### config.mk
export PLATFORM = sky130hd
export DESIGN_NAME = hs32_mem_arbiter
export DESIGN_NICKNAME = d
export VERILOG_FILES = /design/src/rtl/hs32_pkg.sv /design/src/rtl/hs32_mem_arbiter.sv
export SDC_FILE = /design/constraint.sdc
export NUM_CORES = 1
export LEC_CHECK = 0
export CAP_MARGIN = 20
export CORE_MARGIN = 4
export CORE_UTILIZATION = 40
export DETAILED_ROUTE_END_ITERATION = 8
export PLACE_DENSITY_LB_ADDON = 0.25
export SETUP_SLACK_MARGIN = 0.4
export SLEW_MARGIN = 20
export SYNTH_ARGS = -nofsm -noshare
export SYNTH_HDL_FRONTEND = slang
export SYNTH_SLANG_ARGS = --single-unit
### constraint.sdc
create_clock -name clk -period 1.9 [get_ports clk]
set_input_delay 0.475 -clock clk [delete_from_list [all_inputs] [get_ports clk]]
set_output_delay 0.475 -clock clk [all_outputs]
set_load 0.02 [all_outputs]
### src/rtl/hs32_pkg.sv
// Shared definitions for the hs32 core: memory arbiter state encoding and
// memory direction encoding.
package hs32_pkg;

    typedef enum logic [1:0] {
        ARB_IDLE   = 2'd0,
        ARB_BUSY_F = 2'd1,
        ARB_BUSY_E = 2'd2
    } arb_state_t;

    localparam logic RW_READ  = 1'b0;
    localparam logic RW_WRITE = 1'b1;

endpackage

### src/rtl/hs32_mem_arbiter.sv
// Single-port memory arbiter between the fetch stage (read-only) and the execute
// stage (load/store); one transaction at a time, refused requests get a stall pulse.
module hs32_mem_arbiter
    import hs32_pkg::*;
#(
    parameter logic EXEC_PRIORITY = 1'b1
) (
    input  logic        clk,
    input  logic        reset,
    input  logic [31:0] addr_f,
    input  logic        stb_f,
    output logic [31:0] dtr_f,
    output logic        ack_f,
    output logic        stl_f,
    input  logic        flush_f,
    input  logic [31:0] addr_e,
    input  logic [31:0] dtw_e,
    input  logic        rw_e,
    input  logic        stb_e,
    output logic [31:0] dtr_e,
    output logic        ack_e,
    output logic        stl_e,
    output logic [31:0] addr_m,
    output logic [31:0] dtw_m,
    output logic        rw_m,
    output logic        stb_m,
    input  logic [31:0] dtr_m,
    input  logic        ack_m
);

    arb_state_t  state_r;
    arb_state_t  state_s;
    logic        drop_r;
    logic        drop_s;
    logic        req_f_s;
    logic [31:0] addr_m_s;
    logic [31:0] dtw_m_s;
    logic        rw_m_s;
    logic        stb_m_s;
    logic [31:0] dtr_f_s;
    logic [31:0] dtr_e_s;
    logic        ack_f_s;
    logic        ack_e_s;
    logic        stl_f_s;
    logic        stl_e_s;

    function automatic logic grant_exec(input logic req_f, input logic req_e);
        return req_e & (~req_f | EXEC_PRIORITY);
    endfunction

    // Next-state and next-output logic; a strobe alongside its own completing ack
    // is not refused so that ack and stall never coincide for one client.
    always_comb begin
        state_s  = state_r;
        drop_s   = drop_r;
        addr_m_s = addr_m;
        dtw_m_s  = dtw_m;
        rw_m_s   = rw_m;
        stb_m_s  = 1'b0;
        dtr_f_s  = dtr_f;
        dtr_e_s  = dtr_e;
        ack_f_s  = 1'b0;
        ack_e_s  = 1'b0;
        stl_f_s  = 1'b0;
        stl_e_s  = 1'b0;
        req_f_s  = stb_f & ~flush_f;
        case (state_r)
            ARB_IDLE: begin
                if (req_f_s | stb_e) begin
                    stb_m_s = 1'b1;
                    if (grant_exec(req_f_s, stb_e)) begin
                        state_s  = ARB_BUSY_E;
                        addr_m_s = addr_e;
                        dtw_m_s  = dtw_e;
                        rw_m_s   = rw_e ? RW_WRITE : RW_READ;
                        stl_f_s  = req_f_s;
                    end else begin
                        state_s  = ARB_BUSY_F;
                        addr_m_s = addr_f;
                        dtw_m_s  = 32'h0000_0000;
                        rw_m_s   = RW_READ;
                        stl_e_s  = stb_e;
                    end
                end else begin
                    state_s = ARB_IDLE;
                end
            end
            ARB_BUSY_F: begin
                stl_e_s = stb_e;
                if (ack_m) begin
                    state_s = ARB_IDLE;
                    drop_s  = 1'b0;
                    if (drop_r | flush_f) begin
                        stl_f_s = req_f_s;
                    end else begin
                        ack_f_s = 1'b1;
                        dtr_f_s = dtr_m;
                    end
                end else begin
                    drop_s  = drop_r | flush_f;
                    stl_f_s = req_f_s;
                end
            end
            ARB_BUSY_E: begin
                stl_f_s = req_f_s;
                if (ack_m) begin
                    state_s = ARB_IDLE;
                    ack_e_s = 1'b1;
                    dtr_e_s = dtr_m;
                end else begin
                    stl_e_s = stb_e;
                end
            end
            default: begin
                state_s = ARB_IDLE;
                drop_s  = 1'b0;
            end
        endcase
    end

    // State, drop flag and all registered outputs.
    always_ff @(posedge clk) begin
        if (!reset) begin
            state_r <= ARB_IDLE;
            drop_r  <= 1'b0;
            addr_m  <= 32'h0000_0000;
            dtw_m   <= 32'h0000_0000;
            rw_m    <= 1'b0;
            stb_m   <= 1'b0;
            dtr_f   <= 32'h0000_0000;
            dtr_e   <= 32'h0000_0000;
            ack_f   <= 1'b0;
            ack_e   <= 1'b0;
            stl_f   <= 1'b0;
            stl_e   <= 1'b0;
        end else begin
            state_r <= state_s;
            drop_r  <= drop_s;
            addr_m  <= addr_m_s;
            dtw_m   <= dtw_m_s;
            rw_m    <= rw_m_s;
            stb_m   <= stb_m_s;
            dtr_f   <= dtr_f_s;
            dtr_e   <= dtr_e_s;
            ack_f   <= ack_f_s;
            ack_e   <= ack_e_s;
            stl_f   <= stl_f_s;
            stl_e   <= stl_e_s;
        end
    end

endmodule

==> run summary, run 1 <==
Synth Cell Area: 5390 µm²
delay-heaviest family, CP: flip-flops
Syn Area/Cell: 9.37 µm²
Distinct cells, synth: 26
gpl congestion: 0.803
largest net degree at the start of global routing: 92
post-DP HPWL: 11,900 µm
Initial DRC Count: 364
Post-synth EDFFs: 0
CP Cell Sequence: clkdlybuf4s15_2
minimum clock period: 1.48 ns
synthesis-to-finish area growth: 55.9%
CTS tree: yes
YS warnings: 0
top cells by count, synth: 163 x nand2_1, 137 x dfxtp_1, 37 x a21oi_1
unrepaired setup endpoints after global routing: true
worst-margin pin slew: 0.373 ns
most common flop cell mapped by yosys: dfxtp_1
sequential share of the synthesized area: 50.9%
max-cap viol count: 0
LEAKAGE: 3.62 nW
Core Region: 13,200 µm²
vias per cell: 5.01
Initial Util: 40.8%
number of global-route vias before repair: 5,160
Remaining DRCs: 0
most common cell in the netlist: nand2_1
initial antenna violation count: 0
CP startpoint kind: flip-flop
Net count, final: 979
Max Freq: 677 MHz
WS Path Type: flip-flop to primary output
WL/cell: 16.5 µm
Final period util: 77.7%
total number of vias: 5,155
Detailed Routing Iterations Pass 1: 5
Worst-path clk slew: 0.06 ns
Mapped Nets: 714
Final Hold Viols: 0
skew final: 0.00618 ns
Port Buffers: 268
Worst VDD drop: 0.532 mV
P per Cell Area: 882 nW/µm²
Total Wirelength: 16,900 µm
HP Start: dtr_f[22]
grt ovf: 0
die area: 15,400 µm²
CP required: 1.42 ns
Worst R2R Start: state_r[1]
first-pass GRT wire length: 25,000 µm
crit-path max FO: 2
FF+latch count, synth: 137
final worst slack: 0.423 ns
status: finished clean
Worst EP arrival: 1.00 ns
n_diodes: 0
reg2reg end: dtr_f[18]
htree depth: 4
Die H: 124 µm
Reg2Reg Setup Slack: 0.43 ns
cell row count: 42
CTS root buf: clkbuf_16
pre-CTS setup slack: -0.0115 ns
Design Power: 7.41 mW
CTS max path bufs: 2
WP depth: 1
reg2reg path depth: 6
Skew-Pair Late Insertion Delay: 0.41 ns
post-synth top area share: 50.9%
share of cells above drive strength 1: 28.3%
final count of pins violating max slew: 0
Endpoint, Worst Hold: dtr_f[22]
number of top-level pins: 269
Synth area leaders: dfxtp_1 51%, nand2_1 11%, mux2_2 6.9%
Cells after Synth: 575
Worst path max stage delay: 0.33 ns
hold_buf cts: 0
clock net sink count: 137
Slowest-stage cell, CP: dfxtp_1
ys async rst share: 0%
Critical path buffers and inverters: 1
relative slew slack: 75.2%
CTS Buf Count: 17
total global-route track usage: 20.8%
Chip Width: 124 µm
final setup fails: 0
worst min path class: flip-flop to flip-flop
ANT nets after route: 0
Synth area leader: dfxtp_1
critical path capture point type: primary output
hold depth: 2
per-stage QoR:
step	hold slack [ns]	std cells	util, %	TNS, ns	instance area, µm²
3_3_place_gp	0.437	988	62.5	0	8250
4_1_cts	0.453	1020	65.5	0	8640
6_report	0.448	1028	63.6	0	8390
2_1_floorplan	0.478	575	-	0	5390
5_1_grt	0.462	1028	63.6	0	8390
3_5_place_dp	0.445	988	62.5	-0.0399	8250
cells by family after synthesis:
family	after synthesis	share of synthesized area, %
flops	137	50.9
compound gates	105	13.7
buf+inv	54	5.58
simple gates	210	16.0
fa+ha+maj	4	0.929
mux	65	12.8
registers in the layout, summed over array words and instances (netlist names):
name	flops
rw_m	1
drop_r	1
ack_e	1
state_r	2
ack_f	1
stl_f	1
dtr_e	32
addr_m	32
stl_e	1
dtw_m	32
dtr_f	32
stb_m	1
cells in the final DEF, fill, tap and decap left out, drive strengths merged:
cell	n
mux2i	32
a32o	33
clkdlybuf4s50	132
a21oi	37
nand2b	1
nor2	6
nor2b	1
nand2	163
clkinv	7
and4bb	1
ha	4
buf	151
o31ai	1
o21ai	33
nand3	34
inv	4
clkdlybuf4s15	9
nand3b	1
mux2	33
dlymetal6s2s	1
bufinv	2
nand4b	1
a211oi	1
and2	2
clkbuf	25
dfxtp	137
worst max path at each step:
stage	start	end	slack, ns
finish	dtr_f[31]	dtr_f[31]	0.42
global route	state_r[1]	dtr_f[7]	0.35
detailed placement	stb_e	dtw_m[2]	-0.01
CTS	dtw_m[11]	dtw_m[11]	0.35
floorplan	state_r[1]	dtr_f[22]	0.54
global placement	stb_e	dtw_m[1]	0.03
what timing repair did:
item / in CTS / in global routing
pin swaps: 1 / 2
setup endpoints to repair: 140 / 153
resized for setup: 466 / 78
setup buffers: 0 / 5
gates cloned: 1 / 3
report_power, final:
group | internal, mW | switching [mW]
clock | 1.98 | 1.14
sequential | 3.02 | 0.0705
combinational | 0.596 | 0.595
total | 5.60 | 1.81
metal layers:
metal / up-vias / global-route usage (%) / part of all wire (%)
li1: 2512 / - / -
met1: 2425 / 22.0 / 38
met2: 187 / 37.8 / 52
met3: 31 / 6.45 / 7.9
met4: 0 / 9.10 / 2.5
met5: - / 0 / 0
final cells by class:
type,instances,area (µm²)
Tap cell,176,220
Multi-Input combinational cell,384,2370
Timing Repair Buffer,296,2480
Clock inverter,9,98.8
Clock buffer,22,464
Sequential cell,137,2740
Fill cell,1142,4800
Inverter,4,15.0
Power figures use the tool's default switching activity.
==> inputs of run 2 (changes only) <==
==> constraint.sdc (replaced) <==
create_clock -name clk -period 1.4 [get_ports clk]
set_input_delay 0.35 -clock clk [delete_from_list [all_inputs] [get_ports clk]]
set_output_delay 0.35 -clock clk [all_outputs]
set_load 0.02 [all_outputs]
==> run 2 against run 1 <==
  * The flow now finishes with violations (setup timing)
  * First-iteration DRC count rose by 7.4%
  * Via count increased by 8.1%
  * Sequential cell count unchanged
  * Sequential share of layout area fell by 3.3 points
  * Non-clock buffer count grew 50
  * Clock skew barely moved
==> run summary, run 2 (synthesized netlist as in run 1, its figures left out) <==
status: complete, but fails checks
violations in the final reports: setup timing
worst-margin pin slew: 0.443 ns (+0.0699 ns)
initial antenna violation count: 1 (+1)
largest net degree at the start of global routing: 86 (-6.5%)
Final period util: 102%
gpl congestion: 0.810 (+0.90%)
WS Path Type: flip-flop to flip-flop
Skew-Pair Late Insertion Delay: 0.41 ns (about the same)
CTS tree: yes
first-pass GRT wire length: 26,200 µm (+4.9%)
met2 wire len: 10,200 µm (+16%)
number of global-route vias before repair: 5,403 (+4.7%)
P per Cell Area: 1050 nW/µm² (+19%)
skew final: 0.00659 ns (+0.000407 ns)
uppermost routed layer: met4
LEAKAGE: 4.12 nW (+14%)
final std cells w/o fill: 1,077 (+4.8%)
area of the multi-input gates: 2490 µm² (+5.0%)
hold_buf cts: 0 (unchanged)
Initial Util: 40.8% (unchanged)
relative slew slack: 70.5% (-4.7 points)
number of top-level pins: 269 (unchanged)
CTS root buf: clkbuf_16
dpl cells: 988 (unchanged)
final setup fails: 3 (+3)
CTS max path bufs: 2 (unchanged)
crit-path max FO: 9 (+7)
grt ovf: 0 (unchanged)
minimum clock period: 1.42 ns
Remaining DRCs: 0 (unchanged)
critical path capture point type: flip-flop
Total Wirelength: 19,400 µm (+14%)
Worst R2R Start: state_r[1]
Worst EP arrival: 1.75 ns (+0.75 ns)
HP Start: dtr_f[22]
CP startpoint kind: flip-flop
htree depth: 4 (unchanged)
cell row count: 42 (unchanged)
total number of vias: 5,570 (+8.1%)
final hold slack: 0.451 ns (+0.00219 ns)
unrepaired setup endpoints after global routing: true
most frequent cells in the layout: 161 x nand2_1, 142 x buf_6, 135 x dfxtp_2
Worst-path clk slew: 0.06 ns (about the same)
Crit. Startpoint: state_r[1]
Fillers: 863 (-24%)
Die H: 124 µm (unchanged)
die area: 15,400 µm² (unchanged)
Chip Width: 124 µm (unchanged)
Initial DRC Count: 391 (+7.4%)
Max Freq: 703 MHz
Detailed Routing Iterations Pass 1: 5 (unchanged)
total global-route track usage: 22.0% (+1.2 points)
final worst slack: -0.0216 ns (-0.445 ns)
final count of pins violating max slew: 0 (unchanged)
register area: 2920 µm² (+6.3%)
vias per cell: 5.17 (+3.1%)
Net count, final: 1,030 (+5.2%)
CTS Buf Count: 17 (unchanged)
Worst VDD drop: 0.769 mV (+45%)
wl on met1: 7010 µm (+9.7%)
Port Buffers: 268 (unchanged)
share of cells above drive strength 1: 49.9% (+22 points)
worst min path class: flip-flop to flip-flop
Final Hold Viols: 0 (unchanged)
DR WL met3: 1710 µm (+28%)
post-DP HPWL: 11,900 µm (+0.36%)
ANT nets after route: 0 (unchanged)
WL/cell: 18.0 µm (+9.2%)
Core Region: 13,200 µm² (unchanged)
CP required: 1.73 ns (+0.31 ns)
commonest non-fill, non-tap cell in the layout: nand2_1
clock net sink count: 137 (unchanged)
synthesis-to-finish area growth: 84.4%
max-cap viol count: 0 (unchanged)
-- run 2: changes by cell type in the layout (fill, tap and decap cells not counted), sizes merged --
cell / change
clkdlybuf4s15: -9
buf: +58
diode: +1
nor2: +1
clkdlybuf4s50: -1
bufinv: -2
clkbuf: +6
clkinv: -5
-- run 2: layout make-up --
class                           instances  share of cell area [%]
Multi-Input combinational cell        385                    25.1
Tap cell                              176                    2.22
Timing Repair Buffer                  346                    37.6
Antenna cell                            1                  0.0252
Inverter                                4                   0.202
Clock buffer                           26                    5.43
Sequential cell                       137                    29.4
Clock inverter                          2                   0.101
-- run 2: what timing repair did --
action / 4_1_cts / 5_1_grt
gates resized for setup: 943 / 22
setup buffers: 20 / 29
pin swaps: 1 / 5
cloned: 4 / 7
endpoints found under the setup margin: 270 / 271
-- run 2: report_power, final --
group	internal (mW)	switching [mW]
registers	4.14	0.144
logic	1.12	0.876
clock network	2.60	1.54
-- run 2: final timing paths --
kind	endpoint	slack (ns)	cells after the start
setup / recovery	dtr_f[11]	-0.02	7
hold / removal	dtr_f[22]	0.45	2
setup reg to reg	dtr_f[11]	-0.02	7
hold reg to reg	dtr_f[22]	0.45	2
-- run 2: metrics by stage --
step / power (mW) / worst slack, ns / util (%) / cell area (µm²) / TNS [ns]
2_1_floorplan: 5.15 / 0.141 / - / 5610 / 0
3_3_place_gp: 6.01 / -0.362 / 63.3 / 8350 / -34.13
3_5_place_dp: 6.05 / -0.401 / 63.3 / 8350 / -37.24
4_1_cts: 10.3 / 0.0289 / 72.0 / 9500 / 0
5_1_grt: 10.8 / -0.0529 / 75.3 / 9930 / -0.870
6_report: 10.4 / -0.0216 / 75.3 / 9930 / -0.0420
-- run 2: routing by layer --
metal | up-vias | global-route usage [%]
met2 | 274 | 40.0
met4 | 0 | 9.17
li1 | 2619 | -
met1 | 2644 | 22.1
met3 | 33 | 9.17
met5 | - | 0
-- run 2: critical path, stage by stage (launching register included) --
cell and delay [ns]:
dfxtp_2 0.34, inv_4 0.08, ha_4 0.14, and4bb_4 0.27
buf_6 0.13, buf_12 0.12, nand3_1 0.12, o21ai_1 0.14
